[src/rtl/digout_sequencer_multi_pkg.sv]
// Shared definitions for the multi-channel digital-output pulse sequencer:
// register map, configuration bit positions and the channel state type.
package digout_seq_pkg;

  localparam logic [2:0] ADDR_CFG       = 3'd0;
  localparam logic [2:0] ADDR_NPULSES   = 3'd1;
  localparam logic [2:0] ADDR_EV_START  = 3'd2;
  localparam logic [2:0] ADDR_EV_END    = 3'd3;
  localparam logic [2:0] ADDR_EV_REPEAT = 3'd4;
  localparam logic [2:0] ADDR_EV_FINAL  = 3'd5;

  // Trigger source select occupies the low bits of the cfg word.
  localparam int CFG_EDGE = 5;
  localparam int CFG_POL  = 6;
  localparam int CFG_EN   = 7;
  localparam int CFG_CONT = 8;
  localparam int CFG_INV  = 9;

  typedef enum logic {
    ST_IDLE = 1'b0,
    ST_RUN  = 1'b1
  } chState_e;

endpackage

[src/rtl/digout_sequencer_multi_if.sv]
// Programming bus of the sequencer: one-cycle write strobe with module,
// channel, register select and data.
interface digout_sequencer_multi_if;

  logic        prog_we;
  logic [4:0]  prog_module;
  logic [4:0]  prog_channel;
  logic [2:0]  prog_address;
  logic [15:0] prog_word;

  modport master (
    output prog_we, prog_module, prog_channel, prog_address, prog_word
  );

  modport slave (
    input prog_we, prog_module, prog_channel, prog_address, prog_word
  );

endinterface

[src/rtl/digout_sequencer_multi_channel.sv]
// One sequencer channel: its configuration registers, IDLE/RUN state machine,
// event and pulse counters, all advancing only on sample ticks.
module digout_seq_channel
  import digout_seq_pkg::*;
#(
  parameter int CNT_W   = 16,
  parameter int PULSE_W = 8,
  parameter int TRIG_W  = 32
) (
  input  logic              clk_i,
  input  logic              rst_ni,
  input  logic              tick_i,
  input  logic [TRIG_W-1:0] triggers_i,
  input  logic              shutdown_i,
  input  logic              rst_seq_i,
  input  logic              we_i,
  input  logic [2:0]        addr_i,
  input  logic [15:0]       wdata_i,
  output logic              digout_o,
  output logic              enabled_o,
  output logic              busy_o
);

  localparam int TRIG_SEL_W = $clog2(TRIG_W);

  logic [TRIG_SEL_W-1:0] src_q;
  logic                  edgeMode_q, pol_q, en_q, cont_q, inv_q;
  logic [PULSE_W-1:0]    npulses_q;
  logic [CNT_W-1:0]      evStart_q, evEnd_q, evRepeat_q, evFinal_q;

  chState_e           state_q, state_d;
  logic [CNT_W-1:0]   cnt_q, cnt_d;
  logic [PULSE_W-1:0] pcnt_q, pcnt_d;
  logic               raw_q, raw_d;
  logic               armed_q, armed_d;

  logic               trig;
  logic               doRun;
  logic [CNT_W-1:0]   runCnt;
  logic [PULSE_W-1:0] runPcnt;
  logic               runRaw;

  assign trig = triggers_i[src_q] ^ pol_q;

  always_ff @(posedge clk_i or negedge rst_ni) begin
    if (!rst_ni) begin
      src_q      <= '0;
      edgeMode_q <= 1'b0;
      pol_q      <= 1'b0;
      en_q       <= 1'b0;
      cont_q     <= 1'b0;
      inv_q      <= 1'b0;
      npulses_q  <= '0;
      evStart_q  <= '0;
      evEnd_q    <= '0;
      evRepeat_q <= '0;
      evFinal_q  <= '0;
    end else if (we_i) begin
      case (addr_i)
        ADDR_CFG: begin
          src_q      <= wdata_i[TRIG_SEL_W-1:0];
          edgeMode_q <= wdata_i[CFG_EDGE];
          pol_q      <= wdata_i[CFG_POL];
          en_q       <= wdata_i[CFG_EN];
          cont_q     <= wdata_i[CFG_CONT];
          inv_q      <= wdata_i[CFG_INV];
        end
        ADDR_NPULSES:   npulses_q  <= wdata_i[PULSE_W-1:0];
        ADDR_EV_START:  evStart_q  <= wdata_i[CNT_W-1:0];
        ADDR_EV_END:    evEnd_q    <= wdata_i[CNT_W-1:0];
        ADDR_EV_REPEAT: evRepeat_q <= wdata_i[CNT_W-1:0];
        ADDR_EV_FINAL:  evFinal_q  <= wdata_i[CNT_W-1:0];
        default: ;
      endcase
    end
  end

  always_ff @(posedge clk_i or negedge rst_ni) begin
    if (!rst_ni) begin
      state_q <= ST_IDLE;
      cnt_q   <= '0;
      pcnt_q  <= '0;
      raw_q   <= 1'b0;
      armed_q <= 1'b0;
    end else begin
      state_q <= state_d;
      cnt_q   <= cnt_d;
      pcnt_q  <= pcnt_d;
      raw_q   <= raw_d;
      armed_q <= armed_d;
    end
  end

  // A triggering IDLE tick is evaluated as a RUN tick starting from cnt=0.
  always_comb begin
    state_d = state_q;
    cnt_d   = cnt_q;
    pcnt_d  = pcnt_q;
    raw_d   = raw_q;
    armed_d = armed_q;
    doRun   = 1'b0;
    runCnt  = cnt_q;
    runPcnt = pcnt_q;
    runRaw  = raw_q;
    if (tick_i) begin
      if (rst_seq_i) begin
        state_d = ST_IDLE;
        cnt_d   = '0;
        pcnt_d  = '0;
        raw_d   = 1'b0;
        armed_d = 1'b0;
      end else if (state_q == ST_IDLE) begin
        cnt_d  = '0;
        pcnt_d = npulses_q;
        raw_d  = 1'b0;
        if (edgeMode_q && !trig) armed_d = 1'b1;
        if (en_q && trig && (!edgeMode_q || armed_q)) begin
          doRun   = 1'b1;
          runCnt  = '0;
          runPcnt = npulses_q;
          runRaw  = 1'b0;
        end
      end else if (!en_q) begin
        state_d = ST_IDLE;
        raw_d   = 1'b0;
      end else begin
        doRun = 1'b1;
      end

      if (doRun) begin
        state_d = ST_RUN;
        raw_d   = runRaw;
        if (runCnt == evStart_q) raw_d = 1'b1;
        if (runCnt == evEnd_q)   raw_d = 1'b0;
        if (shutdown_i)          raw_d = 1'b0;
        if (runCnt == evRepeat_q && runPcnt != '0) begin
          cnt_d  = evStart_q;
          pcnt_d = runPcnt - PULSE_W'(1);
        end else if (runCnt == evFinal_q && runPcnt == '0) begin
          if (cont_q && en_q && trig) begin
            cnt_d  = '0;
            pcnt_d = npulses_q;
          end else begin
            state_d = ST_IDLE;
            armed_d = !edgeMode_q;
          end
        end else begin
          cnt_d = runCnt + CNT_W'(1);
        end
      end
    end
  end

  always_comb begin
    digout_o  = raw_q ^ inv_q;
    busy_o    = (state_q == ST_RUN);
    enabled_o = en_q;
  end

endmodule

[src/rtl/digout_sequencer_multi.sv]
// Multi-channel digital-output pulse sequencer: decodes programming writes
// and gathers the per-channel outputs into buses.
module digout_sequencer_multi
  import digout_seq_pkg::*;
#(
  parameter int MODULE  = 0,
  parameter int NUM_CH  = 16,
  parameter int CNT_W   = 16,
  parameter int PULSE_W = 8,
  parameter int TRIG_W  = 32
) (
  input  logic                 dataclk,
  input  logic                 reset_n,
  input  logic                 sample_tick,
  input  logic [TRIG_W-1:0]    triggers,
  input  logic                 shutdown,
  input  logic                 reset_sequencer,
  digout_sequencer_multi_if.slave prog,
  output logic [NUM_CH-1:0]    digout,
  output logic [NUM_CH-1:0]    digout_enabled,
  output logic [NUM_CH-1:0]    busy
);

  localparam logic [4:0] MODULE_ID = 5'(MODULE);

  logic              progHit;
  logic [NUM_CH-1:0] chanWe;

  // The full 5-bit channel field is compared so out-of-range writes never alias.
  assign progHit = prog.prog_we && (prog.prog_module == MODULE_ID)
                   && ({27'd0, prog.prog_channel} < 32'(NUM_CH));

  for (genvar g = 0; g < NUM_CH; g++) begin : gCh
    assign chanWe[g] = progHit && (prog.prog_channel == 5'(g));

    digout_seq_channel #(
      .CNT_W   (CNT_W),
      .PULSE_W (PULSE_W),
      .TRIG_W  (TRIG_W)
    ) uChannel (
      .clk_i      (dataclk),
      .rst_ni     (reset_n),
      .tick_i     (sample_tick),
      .triggers_i (triggers),
      .shutdown_i (shutdown),
      .rst_seq_i  (reset_sequencer),
      .we_i       (chanWe[g]),
      .addr_i     (prog.prog_address),
      .wdata_i    (prog.prog_word),
      .digout_o   (digout[g]),
      .enabled_o  (digout_enabled[g]),
      .busy_o     (busy[g])
    );
  end

endmodule

[src/flat_wrapper.sv]
// flat-port wrapper written by rule: the top's interface ports become plain ports
module digout_sequencer_multi_flat import digout_seq_pkg::*;
#(
  parameter int MODULE  = 0,
  parameter int NUM_CH  = 16,
  parameter int CNT_W   = 16,
  parameter int PULSE_W = 8,
  parameter int TRIG_W  = 32
)
  (dataclk, reset_n, sample_tick, triggers, shutdown, reset_sequencer, digout, digout_enabled, busy, prog_prog_we, prog_prog_module, prog_prog_channel, prog_prog_address, prog_prog_word);
  digout_sequencer_multi_if prog_i ();
  input  logic dataclk;
  input  logic reset_n;
  input  logic sample_tick;
  input  logic [TRIG_W-1:0] triggers;
  input  logic shutdown;
  input  logic reset_sequencer;
  output logic [NUM_CH-1:0] digout;
  output logic [NUM_CH-1:0] digout_enabled;
  output logic [NUM_CH-1:0] busy;
  input wire logic [$bits(prog_i.prog_we)-1:0] prog_prog_we;
  input wire logic [$bits(prog_i.prog_module)-1:0] prog_prog_module;
  input wire logic [$bits(prog_i.prog_channel)-1:0] prog_prog_channel;
  input wire logic [$bits(prog_i.prog_address)-1:0] prog_prog_address;
  input wire logic [$bits(prog_i.prog_word)-1:0] prog_prog_word;
  assign prog_i.prog_we = prog_prog_we;
  assign prog_i.prog_module = prog_prog_module;
  assign prog_i.prog_channel = prog_prog_channel;
  assign prog_i.prog_address = prog_prog_address;
  assign prog_i.prog_word = prog_prog_word;
  digout_sequencer_multi #(.MODULE(MODULE), .NUM_CH(NUM_CH), .CNT_W(CNT_W), .PULSE_W(PULSE_W), .TRIG_W(TRIG_W)) u_core (.dataclk(dataclk), .reset_n(reset_n), .sample_tick(sample_tick), .triggers(triggers), .shutdown(shutdown), .reset_sequencer(reset_sequencer), .prog(prog_i), .digout(digout), .digout_enabled(digout_enabled), .busy(busy));
endmodule
[config.mk]
export PLATFORM = sky130hd
export DESIGN_NAME = digout_sequencer_multi_flat
export DESIGN_NICKNAME = d
export VERILOG_FILES = /design/src/rtl/digout_sequencer_multi_pkg.sv /design/src/rtl/digout_sequencer_multi_if.sv /design/src/rtl/digout_sequencer_multi_channel.sv /design/src/rtl/digout_sequencer_multi.sv /design/src/flat_wrapper.sv
export SDC_FILE = /design/constraint.sdc
export NUM_CORES = 2
export LEC_CHECK = 0
export CAP_MARGIN = 20
export CORE_MARGIN = 5
export CORE_UTILIZATION = 65
export DETAILED_ROUTE_END_ITERATION = 12
export GPL_ROUTABILITY_DRIVEN = 1
export PLACE_DENSITY_LB_ADDON = 0.12
export SLEW_MARGIN = 20
export SYNTH_ARGS = -nofsm -noshare
export SYNTH_HDL_FRONTEND = slang
export SYNTH_SLANG_ARGS = --single-unit
export TNS_END_PERCENT = 100
[constraint.sdc]
create_clock -name dataclk -period 8.31 [get_ports dataclk]
set_input_delay 0.831 -clock dataclk [delete_from_list [all_inputs] [get_ports dataclk]]
set_output_delay 0.831 -clock dataclk [all_outputs]
set_load 0.005 [all_outputs]
==> results.ini <==
[timing]
rsz0062_at_grt=no
fmax_ghz=0.153
finClkSkew_ns=0.0385
hold_viol_final=0
tightestPinTransition_ns=1.22
setup_viol=0
maxSlewHeadroom_pct=18.9
tns_ns=0
slew_viol_final=0
period_minus_slack_ns=6.52
period_share_pct=78.5

[pwr]
power.share.sequential_pct=45.4
ir_worst_vdd_mv=0.234
power.switching_w=0.00476
p_leak_nw=51.1
p_total_w=0.0189
switching_share_pct=25.2
combPwrFrac_pct=6.7
internal_power_w=0.0142
pwr_density_cell_nw_per_um2=156
clockPowerShare_pct=47.9

[worst_hold_path]
min_path_cells=1
min_from=u_core.gCh[3].uChannel.raw_q
holdPathEnd=u_core.gCh[3].uChannel.raw_q
min_path_type=register to register

[routing]
drtIter0Drc=12648
viasPerCell=7.23
routedWlPerCell_um=26.9
vias=100854
antenna_left=0
drc=0
wirelength_um=375000
firstDrtPassIters=6

[global_route]
antenna_found_initial=20
grt_pass1_vias=97204
grt_start_max_net_pins=176
grt.total_usage_pct=40.2
grt_pass1_wl_um=578000
overflow=0

[logic_synthesis]
synthArstFlopShare_pct=100
yosysMostFrequentCell=dfrtp_1
syn-cell-area_um2=113000
synth_common_cells=dfrtp_1 (1744), mux2_2 (1287), nor2_1 (991)
syn-num-nets=12085
synth_edf_count=0
yosys.area.top_type_share_pct=38.6
syn_avg_cell_area_um2=9.44
yosys.area.top_type=dfrtp_1
ys_types=102
yosys_warnings=0
yosys_most_used_dff=dfrtp_1
synthCells=11986
ys_seq_elements=1744
yosys-top-cells-area=dfrtp_1 (39%), mux2_2 (13%), xnor2_1 (4.1%)
seq_area_frac_synth_pct=38.6

[critical_path]
worstReg2RegEnd=u_core.gCh[13].uChannel.cnt_q[15]
cp-start-kind=input pin
slowest_stage=clkdlybuf4s50_1
arrival_ns=7.30
path_cells=clkdlybuf4s50_1 -> mux4_2 -> mux4_2 -> nand2_1 -> and4b_1 -> or2_1 -> buf_4 -> mux2i_1 -> ha_1 -> nand2_1 -> or3_1 -> or3_1 -> nor4_1 -> mux2_2 -> and4_1 -> nand3_1 -> o21bai_1 -> a211oi_1 -> nor2_1
cp-end-kind=register
worstPathRequired_ns=9.09
r2r_slack_ns=2.04
crit_type=input pin to register
r2r_start=u_core.gCh[13].uChannel.src_q[0]
r2r_cells=18
cp_max_fo=16
cpPeakStageDelay_ns=0.75

[clocking]
clock_latency_ns=0.86
clk_pin_slew_ns=0.06
clock_sinks=1744
clockRootBuffer=clkbuf_16
cts-resized-gates=0
htree_levels=4
clockBufferDepth=3
cts_tree=done
cts_buffers=189
post_cts_buffers=0

[finish]
fill_cells=13278
syn2layout_area_growth_pct=7.43
final_area_um2=122000
drive_above_1_share_pct=17.7
nets=11561

[floorplan]
die_w_um=427
num_rows=153
ios=115
die-area_um2=183000
core_area_um2=174000
initial_utilization_pct=65.2
die_y_um=427

[placed_design]
io_buffers=114
placed_cell_area_um2=115000
dpl.hpwl_um=235000
place.gp.congestion=0.963

[run]
cap_viol_max_count=0

[outcome]
status=completed

[routing by layer]
layer	routed length, um	part of all wire, %	GRT usage [%]
met5	122	0.032	0.269
met4	25100	6.7	24.8
met3	36800	9.8	8.07
met2	168000	45	61.7
met1	145000	39	52.7
[flip-flops by register name, indices dropped and copies added (netlist names)]
signal,count
u_core.gCh.uChannel.cnt_q,256
u_core.gCh.uChannel.cont_q,16
u_core.gCh.uChannel.raw_q,16
u_core.gCh.uChannel.pol_q,16
u_core.gCh.uChannel.evRepeat_q,256
u_core.gCh.uChannel.evStart_q,256
u_core.gCh.uChannel.npulses_q,128
u_core.gCh.uChannel.busy_o,16
u_core.gCh.uChannel.pcnt_q,128
u_core.gCh.uChannel.armed_q,16
u_core.gCh.uChannel.enabled_o,16
u_core.gCh.uChannel.edgeMode_q,16
u_core.gCh.uChannel.evFinal_q,256
u_core.gCh.uChannel.inv_q,16
u_core.gCh.uChannel.src_q,80
u_core.gCh.uChannel.evEnd_q,256
[stage by stage]
stage,instances,worst slack [ns],hold slack [ns],utilization [%]
floorplan,11986,2.17,0.466,-
global placement,13593,1.15,0.480,66.2
detailed placement,13595,1.11,0.489,66.2
CTS,13947,1.96,0.452,70.0
global route,13953,1.48,0.492,70.0
finish,13957,1.79,0.496,70.0
[power groups by stage]
stage	combinational (W)	clock (W)	sequential, W
after floorplan	0.000621	0	0.00870
after global placement	0.00122	0	0.00873
after detailed placement	0.00124	0	0.00874
after CTS	0.00124	0.00915	0.00858
after global routing	0.00135	0.00950	0.00858
final	0.00127	0.00907	0.00858
[cell type report]
class                      count  area [um2]  share of cell area, %
multi-input combinational   8931       64500                   53.0
sequential                  1744       43600                   35.9
clock buffer                 244        5250                   4.32
timing repair buffer         335        2940                   2.41
tap                         2325        2910                   2.39
clock inverter               107        1400                   1.15
inverter                     261         986                  0.811
antenna                       10        25.0                 0.0206
[placed cells by master (no fill, tap or decap), types with 80 or more instances in the layout]
master           count
dfrtp_1           1744
nand3_1            382
nand2_1            826
mux2_2            1287
xor2_1             206
clkdlybuf4s50_1     94
a31oi_1            296
xnor2_1            528
mux4_2             101
a22oi_1            174
a21oi_1            390
nand4_1            163
nand2b_1            81
nor2_1             987
clkbuf_16          190
and3_1             118
nor4_1             152
mux2i_1            312
o21ai_0            670
nor3_1             329
o31ai_1             80
buf_4              217
o32ai_1            219
nor4bb_1           167
inv_1              257
[repair_timing]
item / 4_1_cts / 5_1_grt
endpoints found under the setup margin: 0 / 0
hold endpoints to repair: 49 / 0
hold buffers: 1 / 0
[worst max-delay path by stage]
stage | start | endpoint | slack [ns] | depth (start not counted)
floorplan | triggers[7] | u_core.gCh[13].uChannel.pcnt_q[7] | 2.17 | 24
global placement | triggers[27] | u_core.gCh[13].uChannel.cnt_q[7] | 1.15 | 19
detailed placement | triggers[27] | u_core.gCh[13].uChannel.cnt_q[7] | 1.11 | 19
CTS | triggers[27] | u_core.gCh[13].uChannel.cnt_q[15] | 1.96 | 19
global route | triggers[27] | u_core.gCh[13].uChannel.cnt_q[4] | 1.48 | 19
finish | triggers[27] | u_core.gCh[13].uChannel.cnt_q[15] | 1.79 | 19
[cell families after synthesis]
group / after synthesis / share of synthesized area [%]
xor+xnor: 734 / 5.68
simple gates: 3777 / 17.2
flops: 1744 / 38.6
compound gates: 2676 / 15.9
mux: 1712 / 17.7
fa+ha+maj: 32 / 0.354
buf+inv: 1311 / 4.64
[critical path: cells and delay by family]
kind | cells | cell delay [ns]
AND/OR/NAND/NOR | 10 | 3.02
multiplexers | 4 | 1.59
buffers and inverters | 2 | 0.96
AO/OA/AOI/OAI | 2 | 0.60
adder cells (fa/ha/maj) | 1 | 0.26
(Power assumes the default switching activity.)
